File: src/rtl/multicycle_control.sv
// ---------------------------------------------------------------------------
// multicycle_control
//
// Purpose:
//    Moore-style main control unit for a multicycle RISC-V datapath that
//    executes ld, sd, R-type ALU ops and beq. Each instruction moves
//    through a fixed set of states. Every datapath control is a pure
//    function of the current state. Opcodes the unit does not support are
//    recorded in a sticky "illegal" flag, and the machine goes straight
//    back to FETCH.
//
// Parameters:
//    LD, SD, RTYPE, BEQ  7-bit opcode values for the supported classes
//
// Ports:
//    clock        in   rising-edge clock
//    reset        in   asynchronous active-high reset
//    opcode[6:0]  in   IR[6:0] from the datapath (sampled in DECODE/MEMADR)
//    ALUOp[1:0]   out  ALU operation class (00 add, 01 sub/compare, 10 funct)
//    ALUSrcB[1:0] out  ALU B-mux select (00 B, 01 const 4, 10 ImmGen,
//                      11 PCOffset)
//    MemtoReg, MemRead, MemWrite, IorD, RegWrite, IRWrite,
//    PCWrite, PCWriteCond, ALUSrcA, PCSource
//                 out  single-bit datapath controls
//    state[3:0]   out  current state encoding (debug visibility)
//    illegal      out  sticky flag, set when an unsupported opcode is decoded
//    retired[31:0] out count of completed instructions (wraps)
// ---------------------------------------------------------------------------
module multicycle_control #(
   parameter logic [6:0] LD    = 7'b000_0011,
   parameter logic [6:0] SD    = 7'b010_0011,
   parameter logic [6:0] RTYPE = 7'b011_0011,
   parameter logic [6:0] BEQ   = 7'b110_0011
) (
   input  logic        clock,
   input  logic        reset,
   input  logic [6:0]  opcode,
   output logic [1:0]  ALUOp,
   output logic [1:0]  ALUSrcB,
   output logic        MemtoReg,
   output logic        MemRead,
   output logic        MemWrite,
   output logic        IorD,
   output logic        RegWrite,
   output logic        IRWrite,
   output logic        PCWrite,
   output logic        PCWriteCond,
   output logic        ALUSrcA,
   output logic        PCSource,
   output logic [3:0]  state,
   output logic        illegal,
   output logic [31:0] retired
);

   // The nine architected states. The remaining encodings 9-15 are
   // unreachable in normal operation; they are caught by the default arms
   // below so that a corrupted state register recovers to FETCH.
   typedef enum logic [3:0] {
      FETCH  = 4'd0,
      DECODE = 4'd1,
      MEMADR = 4'd2,
      MEMRD  = 4'd3,
      MEMWB  = 4'd4,
      MEMWR  = 4'd5,
      REXEC  = 4'd6,
      RWB    = 4'd7,
      BRANCH = 4'd8
   } stateT;

   stateT       stateReg;
   stateT       stateNext;

   logic        isLd;
   logic        isSd;
   logic        isRtype;
   logic        isBeq;
   logic        isSupported;
   logic        decodeIllegal;
   logic        retireNow;
   logic [31:0] retiredCount;

   // Opcode class decode. These signals are only acted on in DECODE and
   // MEMADR, so opcode changes in any other state are harmless.
   always_comb begin
      isLd        = (opcode == LD);
      isSd        = (opcode == SD);
      isRtype     = (opcode == RTYPE);
      isBeq       = (opcode == BEQ);
      isSupported = isLd | isSd | isRtype | isBeq;
   end

   // An instruction completes when the machine leaves one of the four
   // final states. An unsupported opcode is detected as the machine leaves
   // DECODE. Because each of these states lasts exactly one cycle, "being
   // in the state" is the same as "leaving it on the next edge".
   always_comb begin
      decodeIllegal = (stateReg == DECODE) && !isSupported;
      retireNow     = (stateReg == MEMWB) || (stateReg == MEMWR) ||
                      (stateReg == RWB)   || (stateReg == BRANCH);
   end

   // State register. Reset forces FETCH immediately, without waiting for
   // a clock edge, so any partly executed instruction is abandoned.
   always_ff @(posedge clock or posedge reset) begin
      if (reset) begin
         stateReg <= FETCH;
      end else begin
         stateReg <= stateNext;
      end
   end

   // Next-state logic. Only DECODE and MEMADR look at the opcode. MEMADR
   // samples it again: if the opcode has changed to something other than
   // ld/sd by then, the instruction is dropped quietly. It is not flagged
   // as illegal, because the opcode already passed the DECODE check.
   always_comb begin
      stateNext = FETCH;
      case (stateReg)
         FETCH: begin
            stateNext = DECODE;
         end
         DECODE: begin
            if (isLd || isSd) begin
               stateNext = MEMADR;
            end else if (isRtype) begin
               stateNext = REXEC;
            end else if (isBeq) begin
               stateNext = BRANCH;
            end else begin
               stateNext = FETCH;
            end
         end
         MEMADR: begin
            if (isLd) begin
               stateNext = MEMRD;
            end else if (isSd) begin
               stateNext = MEMWR;
            end else begin
               stateNext = FETCH;
            end
         end
         MEMRD: begin
            stateNext = MEMWB;
         end
         MEMWB: begin
            stateNext = FETCH;
         end
         MEMWR: begin
            stateNext = FETCH;
         end
         REXEC: begin
            stateNext = RWB;
         end
         RWB: begin
            stateNext = FETCH;
         end
         BRANCH: begin
            stateNext = FETCH;
         end
         default: begin
            stateNext = FETCH;
         end
      endcase
   end

   // Moore output decode. Every control defaults to 0 and is raised only
   // in the states that need it. While reset is held, all outputs are
   // forced to 0, which also masks the FETCH controls: otherwise the
   // datapath would load the PC and the IR during reset. As a consequence
   // of this table, MemRead/MemWrite and RegWrite/IRWrite are never both
   // high in the same state.
   always_comb begin
      ALUOp       = 2'b00;
      ALUSrcB     = 2'b00;
      MemtoReg    = 1'b0;
      MemRead     = 1'b0;
      MemWrite    = 1'b0;
      IorD        = 1'b0;
      RegWrite    = 1'b0;
      IRWrite     = 1'b0;
      PCWrite     = 1'b0;
      PCWriteCond = 1'b0;
      ALUSrcA     = 1'b0;
      PCSource    = 1'b0;
      if (!reset) begin
         case (stateReg)
            FETCH: begin
               MemRead  = 1'b1;
               IRWrite  = 1'b1;
               ALUSrcB  = 2'b01;
               PCWrite  = 1'b1;
            end
            DECODE: begin
               ALUSrcB  = 2'b11;
            end
            MEMADR: begin
               ALUSrcA  = 1'b1;
               ALUSrcB  = 2'b10;
            end
            MEMRD: begin
               MemRead  = 1'b1;
               IorD     = 1'b1;
            end
            MEMWB: begin
               RegWrite = 1'b1;
               MemtoReg = 1'b1;
            end
            MEMWR: begin
               MemWrite = 1'b1;
               IorD     = 1'b1;
            end
            REXEC: begin
               ALUSrcA  = 1'b1;
               ALUOp    = 2'b10;
            end
            RWB: begin
               RegWrite = 1'b1;
            end
            BRANCH: begin
               ALUSrcA     = 1'b1;
               ALUOp       = 2'b01;
               PCWriteCond = 1'b1;
               PCSource    = 1'b1;
            end
            default: begin
               ALUOp = 2'b00;
            end
         endcase
      end
   end

   // Sticky illegal-opcode flag. Once the flag is set, only reset clears
   // it. Later illegal opcodes leave it set.
   always_ff @(posedge clock or posedge reset) begin
      if (reset) begin
         illegal <= 1'b0;
      end else if (decodeIllegal) begin
         illegal <= 1'b1;
      end
   end

   // Retired-instruction counter. It is updated only on a completing edge
   // and wraps naturally at 32 bits. Illegal and abandoned instructions
   // never reach a completing state, so they are not counted.
   always_ff @(posedge clock or posedge reset) begin
      if (reset) begin
         retiredCount <= 32'd0;
      end else if (retireNow) begin
         retiredCount <= retiredCount + 32'd1;
      end
   end

   // Debug state view and counter output.
   assign state   = stateReg;
   assign retired = retiredCount;

endmodule

File: config.mk
export PLATFORM = sky130hd
export DESIGN_NAME = multicycle_control
export DESIGN_NICKNAME = d
export VERILOG_FILES = /design/src/rtl/multicycle_control.sv
export SDC_FILE = /design/constraint.sdc
export NUM_CORES = 1
export LEC_CHECK = 0
export BUFFER_PORTS_ARGS = -buffer_cell sky130_fd_sc_hd__buf_2
export CAP_MARGIN = 20
export CORE_MARGIN = 2
export CORE_UTILIZATION = 38
export DETAILED_ROUTE_END_ITERATION = 10
export GPL_TIMING_DRIVEN = 0
export REMOVE_ABC_BUFFERS = 1
export SLEW_MARGIN = 20
export SYNTH_ARGS = -nofsm -noshare
export SYNTH_HDL_FRONTEND = slang
export SYNTH_SLANG_ARGS = --single-unit
File: constraint.sdc
create_clock -name clock -period 5.2 [get_ports clock]
set_clock_uncertainty 0.05 [all_clocks]
set_input_delay 0.78 -clock clock [delete_from_list [all_inputs] [get_ports clock]]
set_output_delay 0.78 -clock clock [all_outputs]
set_load 0.005 [all_outputs]
==> impl_results.md <==
* Outcome: complete, no violations
* CP endpoint kind: output pin
* I/O pins at 60
* EDFF count, synth at 0
* Crit Path Category: primary input to output pin
* Cell taking the most area after synthesis: dfrtp_1
* First-pass GRT wire length at 6.26 mm
* H-tree Lvls at 2
* WL per Instance at 12.6 um
* Yosys warnings at 0
* Max stage delay cell, worst path: inv_2
* CP Depth at 5
* Hold Buf Count CTS at 0
* Final setup vio count at 0
* Final Cycle Share at 0.497
* Total CTS buffers at 5
* Initial antenna violation count at 0
* TritonCTS clock tree: done
* Commonest non-fill, non-tap cells in the layout: 59 x buf_2, 37 x dfrtp_1, 30 x xnor2_1, 16 x nand3_1, 15 x nand2_1
* Max Cap Viol at 0
* Synth area leaders: dfrtp_1 48%, xnor2_1 14%, nand3_1 4.2%
* CP Launch Type: primary input
* FP Rows at 25
* Nets at 251
* Hold_ws at 0.414 ns
* RSZ-0062 raised after global routing: no
* Layout Utilization at 0.494
* Seq cells post-synth at 37
* Inst Count DP at 301
* Setup TNS at 0 ns
* Critical path's largest stage delay at 0.32 ns
* Filler-free cell count of the finished design at 309
* Min Tclk post-route at 2.58 ns
* Vias post-DR at 1543
* Crit-path max FO at 17
* WL final at 3.91 mm
* DR vias/cell at 4.99
* CP bufs+invs at 3
* GRT Overall Usage at 0.144
* Detail Placement HPWL at 2.91 mm
* Root buffer cell: clkbuf_8
* CP top delay family: buffers and inverters
* Share of the synthesized area in the top cell type at 0.480
* Req. time, crit path at 4.37 ns
* Syn Area/Cell at 10.6 sq um
* Post-Synthesis Cells at 182
* Max Fclk at 0.387 GHz
* Crit path DAT at 1.75 ns
* Static Leak at 1.21 nW
* Layout cell share with drive strength beyond 1 at 0.326
* Final ANT Viol Nets at 0
* DIE AREA at 0.00566 sq mm
* Worst hold stages at 2
* Max VDD drop at 0.162 mV
* Synth unique cells at 37
* Drt first-iter violations at 93
* Reg clk slew, reported paths at 0.07 ns
* Clock sinks at 37
* Total global routing overflow at 0
* Reg2Reg Depth at 5
* Core Footprint at 0.00482 sq mm
* Port Buffers at 59
* Ys flop type: dfrtp_1
* Number of global-route vias before repair at 1336
* Worst slew margin at 0.688
* Hold Path Class: register to register
* Cts repair resizes at 0
* Seq/Total Area, Yosys at 0.480
* Post-CTS setup buffer count at 0
* Worst path cell trace: buf_2 > inv_2 > nand2_1 > nor3_1 > buf_2
* Slew Viols, Final at 0
* Cell Area, Synth at 0.00193 sq mm
* Final Hold Viols at 0
* Most numerous cell on the critical path: buf_2
* Total chip power at 623 uW
* N_diodes at 0
* P&R area growth vs syn at 23.3%
* Filler cells at 476
* PwrDens at 262 mW/mm^2
* Die Ht at 75.3 um
* Fraction of registers with async set/reset at 1.00
* Most common cell after layout, fill and taps aside: buf_2
* Die width at 75.3 um
* Largest net degree at the start of global routing at 23
* Worst skew pair latency at 0.28 ns
* Initial core utilization at 0.401
* Pre-antenna DRT Iters at 4
* DRC violations left at 0
* Placer Congestion at 0.784
* CTS Buffer Depth at 2
* Worst slew pin tran at 0.468 ns
==> logic make-up (layout without fill, tap and decap cells) <==
kind of cell / after synthesis / in the layout / synth area share
fa+ha+maj: 2 / 2 / 0.0117
xor+xnor: 33 / 33 / 0.150
simple gates: 86 / 86 / 0.276
flops: 37 / 37 / 0.480
buf+inv: 13 / 73 / 0.0396
mux: 1 / 1 / 0.00519
compound gates: 10 / 10 / 0.0383
==> worst paths after layout <==
check                                     from                 endpoint  slack (ns)
setup / recovery                         reset                  IRWrite        2.62
hold / removal             illegal$_DFFE_PP0P_      illegal$_DFFE_PP0P_        0.41
setup reg to reg            state[0]$_DFF_PP0_  retired[27]$_DFFE_PP0P_        3.19
hold reg to reg            illegal$_DFFE_PP0P_      illegal$_DFFE_PP0P_        0.41
max in group asynchronous                reset  retired[17]$_DFFE_PP0P_        4.15
min in group asynchronous                reset       state[2]$_DFF_PP0_        0.51
==> metal layers <==
layer,global-route usage,vias up,part of all wire
li1,-,754,-
met1,0.196,730,0.47
met2,0.231,52,0.45
met3,0.0295,7,0.062
met4,0.0468,0,0.017
met5,0,-,0
==> power breakdown <==
group	switching, mW	total [mW]	internal [mW]	leakage, nW
sequential	0.0238	0.324	0.300	0.505
clock	0.0950	0.215	0.120	0.0542
combinational	0.0442	0.0843	0.0402	0.648
total	0.163	0.623	0.460	1.21
==> flip-flops by register name (all words and copies together) (netlist names) <==
register and count:
retired 32, state 4, illegal 1
==> final cells by class <==
class                      instances  area, sq um  share of cell area
clock buffer                       7         96.3              0.0405
inverter                           5         18.8             0.00789
clock inverter                     1         5.00             0.00210
timing repair buffer              60          323               0.136
multi-input combinational        132          927               0.390
tap                               67         83.8              0.0352
sequential                        37          926               0.389
==> tightest hold or removal path: cells and delay by family, from the launching register on <==
kind            cells  cell delay, ns
compound gates      1            0.05
buf+inv             1            0.04
flops               1            0.35
==> through the flow <==
step	setup WS, ns	area, sq um
2_1_floorplan	2.30	1870
3_3_place_gp	1.66	2250
3_5_place_dp	2.58	2280
4_1_cts	2.57	2380
5_1_grt	2.46	2380
6_report	2.62	2380
==> synth_stat cells (4+ instances only) <==
cell,instances
xnor2_1,30
inv_1,5
dfrtp_1,37
and3_1,4
nand2b_1,5
nand2_1,15
nor4_1,6
nor3_1,6
nand3_1,16
nand4_1,12
nor2_1,6
Power figures use the tool's default switching activity.
